===== src/rtl/inst_mem_arbiter_pkg.sv =====
// Shared types and constants for the instruction-memory arbiter.
// Holds the grant-state encoding, the chip-enable levels and the alignment helper.
package inst_mem_arbiter_pkg;

  typedef enum logic [1:0] {
    ST_IDLE = 2'b00,
    ST_IF   = 2'b01,
    ST_DBG  = 2'b10,
    ST_ERR  = 2'b11
  } arb_state_e;

  localparam logic CHIP_ENABLE  = 1'b1;
  localparam logic CHIP_DISABLE = 1'b0;
  localparam int   CNT_W        = 4;

  function automatic logic is_word_aligned(input logic [1:0] lsb);
    return lsb == 2'b00;
  endfunction

endpackage


===== src/rtl/inst_mem_arbiter_if.sv =====
// Fetch, debug and memory signals of the instruction-memory arbiter.
// The slave view belongs to the arbiter; the master view to its environment.
interface inst_mem_arbiter_if #(
  parameter int ADDR_W = 32,
  parameter int DATA_W = 32
);
  logic              if_req;
  logic [ADDR_W-1:0] if_addr;
  logic              if_flush;
  logic              if_stall;
  logic              if_valid;
  logic [DATA_W-1:0] if_inst;
  logic              dbg_req;
  logic [ADDR_W-1:0] dbg_addr;
  logic              dbg_we;
  logic [DATA_W-1:0] dbg_wdata;
  logic              dbg_gnt;
  logic              dbg_valid;
  logic [DATA_W-1:0] dbg_rdata;
  logic              dbg_err;
  logic              mem_ce;
  logic [ADDR_W-1:0] mem_addr;
  logic [DATA_W-1:0] mem_inst;
  logic              mem_we;
  logic [DATA_W-1:0] mem_wdata;

  modport slave (
    input  if_req, if_addr, if_flush, dbg_req, dbg_addr, dbg_we, dbg_wdata, mem_inst,
    output if_stall, if_valid, if_inst, dbg_gnt, dbg_valid, dbg_rdata, dbg_err,
           mem_ce, mem_addr, mem_we, mem_wdata
  );

  modport master (
    output if_req, if_addr, if_flush, dbg_req, dbg_addr, dbg_we, dbg_wdata, mem_inst,
    input  if_stall, if_valid, if_inst, dbg_gnt, dbg_valid, dbg_rdata, dbg_err,
           mem_ce, mem_addr, mem_we, mem_wdata
  );
endinterface


===== src/rtl/inst_mem_arbiter.sv =====
// Shares the async-read instruction memory between fetch and debug, with bounded debug priority.
// Optional program loading through the debug port is enabled by INST_ARB_LOAD_EN.
module inst_mem_arbiter
  import inst_mem_arbiter_pkg::*;
#(
  parameter int ADDR_W        = 32,
  parameter int DATA_W        = 32,
  parameter int MAX_DBG_BURST = 4
) (
  input logic clk,
  input logic rst,
  inst_mem_arbiter_if.slave bus
);

  localparam logic [CNT_W-1:0] CNT_MAX = CNT_W'(MAX_DBG_BURST);

  arb_state_e        r_state;
  logic [CNT_W-1:0]  r_cnt;
  logic              r_err_pend;
  logic              r_if_flush;
  logic [DATA_W-1:0] r_if_inst;
  logic [DATA_W-1:0] r_dbg_rdata;

  logic              w_dbg_aligned;
  logic              w_if_gnt;
  logic              w_dbg_mem;
  logic              w_dbg_misal;
  logic              w_dbg_write;
  logic [ADDR_W-1:0] w_mem_addr;

  assign w_dbg_aligned = is_word_aligned(bus.dbg_addr[1:0]);

`ifdef INST_ARB_LOAD_EN
  assign w_dbg_write   = w_dbg_mem && bus.dbg_we;
  assign bus.mem_we    = w_dbg_write;
  assign bus.mem_wdata = w_dbg_write ? bus.dbg_wdata : '0;
`else
  logic w_unused_load;
  assign w_unused_load = ^{bus.dbg_we, bus.dbg_wdata};
  assign w_dbg_write   = 1'b0;
  assign bus.mem_we    = 1'b0;
  assign bus.mem_wdata = '0;
`endif

  // NOTE: every always_comb output gets a default first so no path can infer a latch.
  always_comb begin
    w_if_gnt    = 1'b0;
    w_dbg_mem   = 1'b0;
    w_dbg_misal = 1'b0;
    if (rst) begin
      w_if_gnt    = bus.if_req && (!bus.dbg_req || !w_dbg_aligned || r_cnt == CNT_MAX);
      w_dbg_mem   = bus.dbg_req && w_dbg_aligned && !w_if_gnt;
      w_dbg_misal = bus.dbg_req && !w_dbg_aligned;
    end
  end

  always_comb begin
    w_mem_addr = '0;
    if (w_if_gnt)       w_mem_addr = bus.if_addr;
    else if (w_dbg_mem) w_mem_addr = bus.dbg_addr;
  end

  assign bus.mem_ce   = (w_if_gnt || w_dbg_mem) ? CHIP_ENABLE : CHIP_DISABLE;
  assign bus.mem_addr = w_mem_addr;
  assign bus.dbg_gnt  = w_dbg_mem || w_dbg_misal;
  assign bus.if_stall = rst && bus.if_req && !w_if_gnt;

  // NOTE: sequential state uses non-blocking assignments so every flop samples pre-edge values.
  always_ff @(posedge clk) begin
    if (!rst) begin
      r_state     <= ST_IDLE;
      r_cnt       <= '0;
      r_err_pend  <= 1'b0;
      r_if_flush  <= 1'b0;
      r_if_inst   <= '0;
      r_dbg_rdata <= '0;
    end else begin
      if (w_if_gnt)         r_state <= ST_IF;
      else if (w_dbg_mem)   r_state <= ST_DBG;
      else if (w_dbg_misal) r_state <= ST_ERR;
      else                  r_state <= ST_IDLE;

      // A misaligned request that lost to fetch is still answered next cycle.
      r_err_pend <= w_if_gnt && w_dbg_misal;
      r_if_flush <= bus.if_flush;

      if (w_if_gnt || !bus.if_req)              r_cnt <= '0;
      else if (w_dbg_mem && r_cnt != CNT_MAX)   r_cnt <= r_cnt + 1'b1;

      if (w_if_gnt && !bus.if_flush)   r_if_inst   <= bus.mem_inst;
      if (w_dbg_mem && !w_dbg_write)   r_dbg_rdata <= bus.mem_inst;
    end
  end

  assign bus.if_valid  = (r_state == ST_IF) && !r_if_flush;
  assign bus.dbg_valid = (r_state == ST_DBG) || (r_state == ST_ERR) || r_err_pend;
  assign bus.dbg_err   = (r_state == ST_ERR) || r_err_pend;
  assign bus.if_inst   = r_if_inst;
  assign bus.dbg_rdata = r_dbg_rdata;

endmodule


===== src/flat_wrapper.sv =====
// flat-port wrapper written by rule: the top's interface ports become plain ports
module inst_mem_arbiter_flat import inst_mem_arbiter_pkg::*;
#(
  parameter int ADDR_W        = 32,
  parameter int DATA_W        = 32,
  parameter int MAX_DBG_BURST = 4
)
  (clk, rst, bus_if_req, bus_if_addr, bus_if_flush, bus_dbg_req, bus_dbg_addr, bus_dbg_we, bus_dbg_wdata, bus_mem_inst, bus_if_stall, bus_if_valid, bus_if_inst, bus_dbg_gnt, bus_dbg_valid, bus_dbg_rdata, bus_dbg_err, bus_mem_ce, bus_mem_addr, bus_mem_we, bus_mem_wdata);
  inst_mem_arbiter_if #(.ADDR_W(ADDR_W), .DATA_W(DATA_W)) bus_i ();
  input logic clk;
  input logic rst;
  input wire logic [$bits(bus_i.if_req)-1:0] bus_if_req;
  input wire logic [$bits(bus_i.if_addr)-1:0] bus_if_addr;
  input wire logic [$bits(bus_i.if_flush)-1:0] bus_if_flush;
  input wire logic [$bits(bus_i.dbg_req)-1:0] bus_dbg_req;
  input wire logic [$bits(bus_i.dbg_addr)-1:0] bus_dbg_addr;
  input wire logic [$bits(bus_i.dbg_we)-1:0] bus_dbg_we;
  input wire logic [$bits(bus_i.dbg_wdata)-1:0] bus_dbg_wdata;
  input wire logic [$bits(bus_i.mem_inst)-1:0] bus_mem_inst;
  output wire logic [$bits(bus_i.if_stall)-1:0] bus_if_stall;
  output wire logic [$bits(bus_i.if_valid)-1:0] bus_if_valid;
  output wire logic [$bits(bus_i.if_inst)-1:0] bus_if_inst;
  output wire logic [$bits(bus_i.dbg_gnt)-1:0] bus_dbg_gnt;
  output wire logic [$bits(bus_i.dbg_valid)-1:0] bus_dbg_valid;
  output wire logic [$bits(bus_i.dbg_rdata)-1:0] bus_dbg_rdata;
  output wire logic [$bits(bus_i.dbg_err)-1:0] bus_dbg_err;
  output wire logic [$bits(bus_i.mem_ce)-1:0] bus_mem_ce;
  output wire logic [$bits(bus_i.mem_addr)-1:0] bus_mem_addr;
  output wire logic [$bits(bus_i.mem_we)-1:0] bus_mem_we;
  output wire logic [$bits(bus_i.mem_wdata)-1:0] bus_mem_wdata;
  assign bus_i.if_req = bus_if_req;
  assign bus_i.if_addr = bus_if_addr;
  assign bus_i.if_flush = bus_if_flush;
  assign bus_i.dbg_req = bus_dbg_req;
  assign bus_i.dbg_addr = bus_dbg_addr;
  assign bus_i.dbg_we = bus_dbg_we;
  assign bus_i.dbg_wdata = bus_dbg_wdata;
  assign bus_i.mem_inst = bus_mem_inst;
  assign bus_if_stall = bus_i.if_stall;
  assign bus_if_valid = bus_i.if_valid;
  assign bus_if_inst = bus_i.if_inst;
  assign bus_dbg_gnt = bus_i.dbg_gnt;
  assign bus_dbg_valid = bus_i.dbg_valid;
  assign bus_dbg_rdata = bus_i.dbg_rdata;
  assign bus_dbg_err = bus_i.dbg_err;
  assign bus_mem_ce = bus_i.mem_ce;
  assign bus_mem_addr = bus_i.mem_addr;
  assign bus_mem_we = bus_i.mem_we;
  assign bus_mem_wdata = bus_i.mem_wdata;
  inst_mem_arbiter #(.ADDR_W(ADDR_W), .DATA_W(DATA_W), .MAX_DBG_BURST(MAX_DBG_BURST)) u_core (.clk(clk), .rst(rst), .bus(bus_i));
endmodule

===== config.mk =====
export PLATFORM = sky130hd
export DESIGN_NAME = inst_mem_arbiter_flat
export DESIGN_NICKNAME = d
export VERILOG_FILES = /design/src/rtl/inst_mem_arbiter_pkg.sv /design/src/rtl/inst_mem_arbiter_if.sv /design/src/rtl/inst_mem_arbiter.sv /design/src/flat_wrapper.sv
export SDC_FILE = /design/constraint.sdc
export NUM_CORES = 1
export LEC_CHECK = 0
export BUFFER_PORTS_ARGS = -buffer_cell sky130_fd_sc_hd__buf_2
export CORE_AREA = 2 2 105 107
export CTS_CLUSTER_DIAMETER = 40
export DETAILED_ROUTE_END_ITERATION = 7
export DIE_AREA = 0 0 107 109
export HOLD_SLACK_MARGIN = 0.03
export PLACE_DENSITY = 0.81
export SLEW_MARGIN = 25
export SYNTH_ARGS = -nofsm -noshare
export SYNTH_HDL_FRONTEND = slang
export SYNTH_SLANG_ARGS = --single-unit

===== constraint.sdc =====
create_clock -name clk -period 2.12 [get_ports clk]
set_clock_uncertainty 0.2 [all_clocks]
set_input_delay 0.106 -clock clk [delete_from_list [all_inputs] [get_ports clk]]
set_output_delay 0.106 -clock clk [all_outputs]
set_load 0.02 [all_outputs]

==> key figures, run 1 <==
Clocking
  – CTS tree: built
  – Clk slew on worst S/H paths: 0.09 ns
  – H-tree depth: 3
  – Worst skew pair latency: 0.34 ns
  – CTS root buf: clkbuf_8
  – Clk sinks: 72
  – Cts bufs inserted: 9
  – Clock tree buffer depth: 2

Worst hold path
  – Worst hold path type: in2reg
  – Worst hold path depth: 3
  – Min-Delay Startpoint: rst
  – Worst Hold End: u_core.r_state[0]

Route
  – Drt pass-1 iters: 4
  – WL per Instance: 13.0 um
  – DRT Wirelength: 11.0 mm
  – Avg Vias per Cell: 4.39
  – DR iter-0 viols: 149
  – DR vias: 3721
  – Drc violations: 0
  – Routed Antenna Nets: 0

Global routing
  – GRT Max-Usage Layer: met2
  – Grt met3 use: 6.46%
  – Vias in the first global route: 3628
  – Overall Global Routing Usage: 18.2%
  – Global-route wire length before repair: 16.8 mm
  – Met1 Use GR: 18.5%
  – Initial antenna violation count: 0
  – Overflow after GRT: 0
  – GRT met2 Usage: 34.8%
  – Largest net degree at the start of global routing: 97

Placement
  – Hpwl dp: 7.36 mm
  – GPL Wtd Cong: 0.805
  – Cells after DPL: 781
  – Buffers on Ports: 202
  – Setup slack at placement: 0.121 ns

Setup path
  – CP Data Arrival Time: 1.97 ns
  – Crit path cell chain: inv_2 > ha_4 > and3b_2 > o21ai_4 > buf_6 > buf_12 > mux2i_2 > buf_4
  – R2r worst-path depth: 8
  – Worst R2R End: u_core.r_cnt[3]
  – Worst Setup End Kind: output pin
  – RR Startpoint: u_core.r_cnt[0]
  – Worst path bufs/invs: 4
  – Slowest cell on crit path: dfxtp_2
  – Crit path from: u_core.r_cnt[0]
  – Critical path peak fanout: 7
  – Worst path top cell family by delay: buffers and inverters
  – WS Path Type: reg2out
  – CP peak stage delay: 0.34 ns
  – Required @ worst endpoint: 1.81 ns
  – FF-to-FF setup slack: 0.23 ns
  – Setup crit start kind: flop

Logic synthesis
  – Yosys reg bits: 72
  – Mapped Area: 0.00379 mm^2
  – Cell count after synthesis: 454
  – Seq/Total Area, Yosys: 38.0%
  – Synth cell types: 33
  – Ys flop type: dfxtp_1
  – Ys async rst share: 0%
  – Ys Warns: 0
  – Post-synth EDFFs: 0
  – Mean post-synth cell area: 8.35 um^2

STA
  – Total Neg Setup Slack: -3.40 ns
  – Tcrit/Tclk final: 107%
  – Final hold vios: 0
  – Setup violators final: 31
  – Highest clock rate: 0.439 GHz
  – Worst Slack Setup Final: -0.159 ns
  – Final Critical Period: 2.28 ns
  – Final Max Slew Viols: 0
  – RSZ-0062 raised after global routing: true

Power and ir drop
  – Total power: 3.33 mW
  – Pwr dens: 587 mW/mm^2
  – Leakage power: 3.16 nW
  – Peak supply drop: 0.332 mV

Floorplan
  – Starting density of the core: 35.7%
  – Die height: 109 um
  – Rows: 38
  – Top Ports: 269
  – Core area: 0.0106 mm^2
  – Die Area: 0.0117 mm^2
  – DIE WIDTH: 107 um

Outcome
  – Failing checks: setup timing
  – Status: finished, violations left

Cells and area
  – Multi-input combinational cell area: 0.00195 mm^2
  – Non-Filler Instances: 847
  – Sequential cell area: 0.00144 mm^2
  – Layout Utilization: 53.6%
  – P&R area growth vs syn: 49.9%
  – Filler instances: 971
  – Antenna Diode Count: 0
  – Share of cells above drive strength 1: 36.5%
  – Layout Nets: 838

Job
  – Max-cap violations: 0
logic make-up after synthesis:
family                   share of synthesized area [%]
buffers and inverters                             14.7
adder cells (fa/ha/maj)                          0.660
AO/OA/AOI/OAI                                     2.21
XOR/XNOR                                         0.462
flip-flops                                        38.0
multiplexers                                      24.8
AND/OR/NAND/NOR                                   19.0
other                                           0.0990
area by class of cell:
type,instances,area share (%)
multi-input cells,317,34.3
repair buffers,265,31.0
flip-flops and latches,72,25.4
well taps,140,3.08
inverters,37,2.45
clock buffers,9,2.18
clock inverters,7,1.50
layer usage:
metal  vias up  share of wire, %
met5         -                 0
met4         0               1.6
met3        16               8.6
met2       148                51
met1      1697                39
li1       1860                 -
Yosys cell counts, types with 2 or more instances:
master,number,area [um^2]
ha_1,2,25.0
mux2i_1,94,941
buf_6,3,33.8
inv_1,36,135
nand2_1,159,597
a21boi_0,2,15.0
buf_4,36,270
buf_8,3,45.0
and4_1,2,17.5
clkbuf_1,17,63.8
dfxtp_1,72,1440
nor3b_1,2,15.0
nor2_1,6,22.5
through the flow:
| stage | instance area [um^2] | hold WS (ns) |
|---|---|---|
| 2_1_floorplan | 3910 | -0.00520 |
| 3_3_place_gp | 4850 | 0.154 |
| 3_5_place_dp | 4850 | 0.160 |
| 4_1_cts | 5670 | 0.0980 |
| 5_1_grt | 5680 | 0.134 |
| 6_report | 5680 | 0.144 |
power by group:
group          internal [mW]  total [mW]  switching, mW  leakage (nW)
sequential              1.41        1.44         0.0273         0.588
combinational          0.328       0.745          0.418          2.47
clock                  0.568        1.15          0.584         0.100
worst max path at each step:
stage / slack [ns] / cells past startpoint / to
floorplan: 0.17 / 6 / bus_mem_addr[10]
global placement: 0.14 / 8 / bus_mem_addr[10]
detailed placement: 0.12 / 8 / bus_mem_addr[10]
CTS: -0.20 / 9 / bus_mem_addr[10]
global route: -0.25 / 8 / bus_mem_addr[6]
finish: -0.16 / 8 / bus_mem_addr[3]
cells in the final DEF, fill, tap and decap left out, drive strengths merged:
cell type      n
and4bb         1
or3b           1
and2           1
xor2           1
inv           41
dlygate4sd3   40
clkinvlp       2
buf          225
nand2        159
clkbuf         9
ha             2
mux2i         94
o21ai          3
and4           2
nand3b         1
dfxtp         72
or2            1
a211oi         1
or3            1
a21o           1
a21oi          1
xnor2          1
nor3b          2
a21boi         2
bufinv         1
and3b          1
a31oi          1
nand3          1
nor2           6
conb          33
what timing repair did:
action,CTS,global route
hold buffers,40,0
hold endpoints to repair,69,0
buffers inserted,9,2
resized for setup,36,16
cloned,1,0
endpoints found under the setup margin,31,31
pin swaps,4,2
flip-flops by register name, indices dropped and copies added (netlist names):
register	cells
u_core.bus.if_inst	32
u_core.r_err_pend	1
u_core.bus.dbg_rdata	32
u_core.r_cnt	4
u_core.r_if_flush	1
u_core.r_state	2
tightest hold or removal path, cell delays in order:
cell and delay, ns:
buf_4 0.16, buf_4 0.21, a21boi_0 0.15
(Power assumes the default switching activity.)
==> inputs of run 2 (changes only) <==
--- a/config.mk
+++ b/config.mk
@@ -6,12 +6,13 @@
 export NUM_CORES = 1
 export LEC_CHECK = 0
 export BUFFER_PORTS_ARGS = -buffer_cell sky130_fd_sc_hd__buf_2
-export CORE_AREA = 2 2 105 107
+export CORE_AREA = 2 2 103 105
+export CTS_BUF_LIST = sky130_fd_sc_hd__clkbuf_4 sky130_fd_sc_hd__clkbuf_8
 export CTS_CLUSTER_DIAMETER = 40
 export DETAILED_ROUTE_END_ITERATION = 7
-export DIE_AREA = 0 0 107 109
+export DIE_AREA = 0 0 105 107
 export HOLD_SLACK_MARGIN = 0.03
-export PLACE_DENSITY = 0.81
+export PLACE_DENSITY = 0.83
 export SLEW_MARGIN = 25
 export SYNTH_ARGS = -nofsm -noshare
 export SYNTH_HDL_FRONTEND = slang
==> run 2 against run 1 <==
The run still ends with setup timing left. Utilization increased by 2.2 points. Sequential share of layout area grew 0.24 points. Critical path depth unchanged. Hold slack got worse by 0.079 ns. Worst setup slack gained 0.066 ns. Cell count fell by 1.4%. Critical path type unchanged. Critical endpoint is now bus_mem_addr[6]. First-iteration DRC count increased by 11%. Flip-flop and latch count is the same. Largest power group unchanged.
==> key figures, run 2 (same netlist as run 1, synthesis figures left out) <==
Outcome
  – Status: finished, violations left
  – Failing checks: setup timing

Floorplan
  – DIE WIDTH: 105 um
  – Starting density of the core: 37.5%
  – Die height: 107 um
  – Core area: 0.0101 mm^2
  – Rows: 37
  – Die Area: 0.0112 mm^2
  – Top Ports: 269

Worst hold path
  – Worst Hold End: u_core.r_cnt[0]
  – Min-Delay Startpoint: bus_if_req
  – Worst hold path type: in2reg
  – Worst hold path depth: 4

Cells and area
  – Filler instances: 888
  – Antenna Diode Count: 0
  – Non-Filler Instances: 835
  – Commonest non-fill, non-tap cells in the layout: buf_2, nand2_1, mux2i_1
  – P&R area growth vs syn: 48.5%
  – Layout Nets: 830
  – Design area: 0.00563 mm^2
  – Share of cells above drive strength 1: 35.8%
  – Commonest non-fill, non-tap cell in the layout: buf_2

Route
  – Drt pass-1 iters: 4
  – DR iter-0 viols: 166
  – DRT Wirelength: 11.2 mm
  – WL per Instance: 13.4 um
  – Drc violations: 0
  – Avg Vias per Cell: 4.40
  – DR vias: 3676
  – Routed Antenna Nets: 0

Setup path
  – Worst R2R End: u_core.bus.if_inst[23]
  – Slowest cell on crit path: dfxtp_2
  – Required @ worst endpoint: 1.81 ns
  – CP most frequent cell: buf_12
  – Critical path peak fanout: 8
  – Worst Setup End Kind: output pin
  – WS Path Type: reg2out
  – CP peak stage delay: 0.33 ns
  – Worst path top cell family by delay: buffers and inverters
  – Worst path bufs/invs: 4
  – Crit path cell chain: inv_2 > ha_4 > and3b_2 > o21ai_4 > buf_12 > buf_12 > mux2i_2 > buf_4
  – R2r worst-path depth: 9
  – CP Data Arrival Time: 1.91 ns
  – RR Startpoint: u_core.r_cnt[1]
  – FF-to-FF setup slack: 0.15 ns
  – Setup crit start kind: flop

Power and ir drop
  – Leakage power: 3.14 nW
  – Peak supply drop: 0.371 mV
  – Pwr dens: 604 mW/mm^2
  – Total power: 3.40 mW

Placement
  – Hpwl dp: 7.54 mm
  – GPL Wtd Cong: 0.772
  – Buffers on Ports: 202
  – Cells after DPL: 772
  – Setup slack at placement: 0.127 ns
  – Area after DPL: 0.00479 mm^2

STA
  – Worst Slack Setup Final: -0.0930 ns
  – Setup violators final: 30
  – Highest clock rate: 0.452 GHz
  – Tcrit/Tclk final: 104%
  – Final Critical Period: 2.21 ns
  – Final Max Slew Viols: 0
  – Worst Tran Pin Value: 0.502 ns
  – RSZ-0062 raised after global routing: true
  – Max_slew headroom: 66.5%
  – Final hold vios: 0

Global routing
  – Global-route wire length before repair: 17.4 mm
  – Initial antenna violation count: 0
  – Overflow after GRT: 0
  – Largest net degree at the start of global routing: 95
  – Overall Global Routing Usage: 19.5%
  – Vias in the first global route: 3617

Clocking
  – Worst skew pair latency: 0.33 ns
  – Cts bufs inserted: 9
  – Clock tree buffer depth: 2
  – CTS tree: built
  – H-tree depth: 3
  – Clk sinks: 72
  – CTS root buf: clkbuf_8
  – Clk slew on worst S/H paths: 0.07 ns

Job
  – Max-cap violations: 0
[run 2: layout make-up]
type                            instances  area [um^2]  area share, %
Clock inverter                          6         91.3           1.62
Tap cell                              136          170           3.02
Timing Repair Buffer                  257         1700           30.2
Clock buffer                           10          131           2.33
Inverter                               37          139           2.47
Multi-Input combinational cell        317         1950           34.7
Sequential cell                        72         1440           25.7
[run 2: how the worst max path moves through the flow]
stage               startpoint          endpoint  cells past startpoint
5_1_grt        u_core.r_cnt[1]   bus_mem_addr[6]                      8
2_1_floorplan  u_core.r_cnt[0]  bus_mem_addr[10]                      6
3_3_place_gp   u_core.r_cnt[1]  bus_mem_addr[31]                      7
6_report       u_core.r_cnt[1]   bus_mem_addr[6]                      8
4_1_cts        u_core.r_cnt[1]  bus_mem_addr[31]                      8
3_5_place_dp   u_core.r_cnt[1]  bus_mem_addr[31]                      7
[run 2: where the power goes]
part	switching, mW	internal (mW)
registers	0.0271	1.41
logic	0.417	0.318
clock network	0.543	0.685
total	0.987	2.41
[run 2: tightest hold or removal path: stages]
cell and delay [ns]:
buf_2 0.16, nand2_1 0.10, or3_4 0.15, nor2_1 0.04
[run 2: through the flow]
step,hold slack (ns),utilization [%],setup TNS [ns]
finish,0.0657,55.8,-1.67
global route,0.0489,55.8,-4.68
CTS,0.0343,55.3,-2.37
detailed placement,0.159,47.5,0
global placement,0.155,47.5,0
floorplan,-0.00520,-,0
[run 2: repair_timing]
action,in CTS,in global routing
endpoints found under the hold margin,68,0
endpoints found under the setup margin,31,33
cloned,2,0
pin swaps,4,0
hold buffers,39,0
resized for setup,31,10
buffers inserted,4,2
[run 2: layer usage]
layer / GRT usage, % / wire [um]
met5: 0 / 0
met4: 7.05 / 157
met3: 6.44 / 954
met2: 36.8 / 5930
met1: 20.0 / 4150
==> inputs of run 3 (changes only) <==
--- a/config.mk
+++ b/config.mk
@@ -13,6 +13,7 @@
 export DIE_AREA = 0 0 105 107
 export HOLD_SLACK_MARGIN = 0.03
 export PLACE_DENSITY = 0.83
+export REMOVE_ABC_BUFFERS = 1
 export SLEW_MARGIN = 25
 export SYNTH_ARGS = -nofsm -noshare
 export SYNTH_HDL_FRONTEND = slang
==> run 3 against run 2 <==
The flow still finishes with violations (setup timing). Final area grew 2.5%. Total power grew 4.2%. Sequential power is essentially flat. Worst setup slack lost 0.048 ns. Non-clock buffer count grew 4. Routed wire length grew 4.8%. Hold slack gained 0.042 ns. Clock power grew 8%. Die area is the same. Critical path type unchanged. Critical endpoint is now bus_mem_addr[3]. Largest power group unchanged.
==> key figures, run 3 (same netlist as run 1, synthesis figures left out) <==
Outcome
  – Status: finished, violations left
  – Failing checks: setup timing

Setup path
  – Crit path cell chain: inv_2 > ha_4 > and3b_2 > o21ai_4 > buf_6 > buf_12 > mux2i_2 > buf_4
  – Critical path peak fanout: 8
  – CP peak stage delay: 0.35 ns
  – Slowest cell on crit path: dfxtp_2
  – CP Data Arrival Time: 1.95 ns
  – Worst Setup End Kind: output pin
  – Required @ worst endpoint: 1.81 ns
  – Setup crit start kind: flop
  – WS Path Type: reg2out

Route
  – Drt pass-1 iters: 4
  – DR iter-0 viols: 257
  – Routed Antenna Nets: 0
  – Drc violations: 0
  – DRT Wirelength: 11.7 mm
  – WL per Instance: 14.0 um
  – DR vias: 3786
  – Avg Vias per Cell: 4.51

STA
  – Setup violators final: 31
  – RSZ-0062 raised after global routing: true
  – Worst Slack Setup Final: -0.141 ns
  – Max_slew headroom: 63.0%
  – Tcrit/Tclk final: 107%
  – Final hold vios: 0
  – Final Max Slew Viols: 0
  – Highest clock rate: 0.442 GHz
  – Worst Tran Pin Value: 0.556 ns
  – Total Neg Setup Slack: -2.93 ns
  – Final Critical Period: 2.26 ns

Global routing
  – Overall Global Routing Usage: 19.8%
  – Global-route wire length before repair: 17.7 mm
  – Vias in the first global route: 3717
  – Largest net degree at the start of global routing: 77
  – Overflow after GRT: 0
  – Initial antenna violation count: 0

Floorplan
  – Core area: 0.0101 mm^2
  – Die height: 107 um
  – DIE WIDTH: 105 um
  – Die Area: 0.0112 mm^2
  – Starting density of the core: 37.5%
  – Rows: 37
  – Top Ports: 269

Cells and area
  – Share of cells above drive strength 1: 37.4%
  – Antenna Diode Count: 0
  – Filler instances: 880
  – Commonest non-fill, non-tap cell in the layout: buf_2
  – Commonest non-fill, non-tap cells in the layout: buf_2, nand2_1, mux2i_1
  – Layout Nets: 834
  – P&R area growth vs syn: 52.2%
  – Layout Utilization: 57.1%
  – Design area: 0.00577 mm^2

Clocking
  – Worst skew pair latency: 0.33 ns
  – H-tree depth: 3
  – Cts bufs inserted: 9
  – Clk sinks: 72
  – CTS tree: built
  – Clk slew on worst S/H paths: 0.08 ns
  – Clock tree buffer depth: 2
  – CTS root buf: clkbuf_8

Placement
  – GPL Wtd Cong: 0.843
  – Buffers on Ports: 202
  – Area after DPL: 0.00481 mm^2
  – Hpwl dp: 7.65 mm

Worst hold path
  – Worst hold path type: in2reg

Job
  – Max-cap violations: 0

Power and ir drop
  – Total power: 3.54 mW
  – Leakage power: 3.16 nW
  – Pwr dens: 614 mW/mm^2
  – Peak supply drop: 0.404 mV
-- run 3: power breakdown --
group	internal, mW	switching (mW)	total, mW
Sequential	1.41	0.0270	1.44
Combinational	0.338	0.433	0.772
Clock	0.784	0.550	1.33
-- run 3: routing by layer --
layer  global-route usage, %  vias to the layer above  routed length (um)
li1                        -                     1858                   -
met1                    20.9                     1725                4540
met2                    35.4                      179                5800
met3                    7.48                       24                1080
met4                    7.90                        0                 295
met5                       0                        -                   0
-- run 3: through the flow --
step                      std cells  worst slack (ns)  hold WS (ns)
final                           839            -0.141         0.108
after global routing            839            -0.220         0.114
after CTS                       836            -0.165         0.105
after detailed placement        774            0.0842         0.161
after global placement          774             0.121         0.156
after floorplan                 426            -0.416      -0.00520
-- run 3: worst paths after layout --
kind	from	end	slack [ns]	cells after the start
setup reg to reg	u_core.r_cnt[0]	u_core.r_cnt[2]	0.11	9
setup / recovery	u_core.r_cnt[0]	bus_mem_addr[3]	-0.14	8
hold / removal	rst	u_core.bus.if_inst[10]	0.11	4
hold reg to reg	u_core.bus.if_inst[21]	u_core.bus.if_inst[21]	0.26	2
-- run 3: worst max-delay path, delay by kind of cell, from the launching register on --
| kind | cells | cell delay, ns |
|---|---|---|
| flip-flops | 1 | 0.35 |
| AO/OA/AOI/OAI | 1 | 0.15 |
| adder cells (fa/ha/maj) | 1 | 0.15 |
| AND/OR/NAND/NOR | 1 | 0.22 |
| buffers and inverters | 4 | 0.53 |
| multiplexers | 1 | 0.23 |
-- run 3: what timing repair did --
item | 4_1_cts | 5_1_grt
resized for setup | 43 | 20
hold buffers | 38 | 0
hold endpoints to repair | 72 | 0
cloned | 3 | 0
buffers inserted | 6 | 3
pin swaps | 4 | 1
setup endpoints to repair | 31 | 31
-- run 3: layout make-up --
type                       count  area, um^2  share of cell area [%]
tap                          136         170                    2.95
timing repair buffer         261        1780                    30.8
multi-input combinational    317        1990                    34.6
clock buffer                   9         124                    2.15
sequential                    72        1440                    25.0
inverter                      37         139                    2.41
clock inverter                 7         120                    2.08
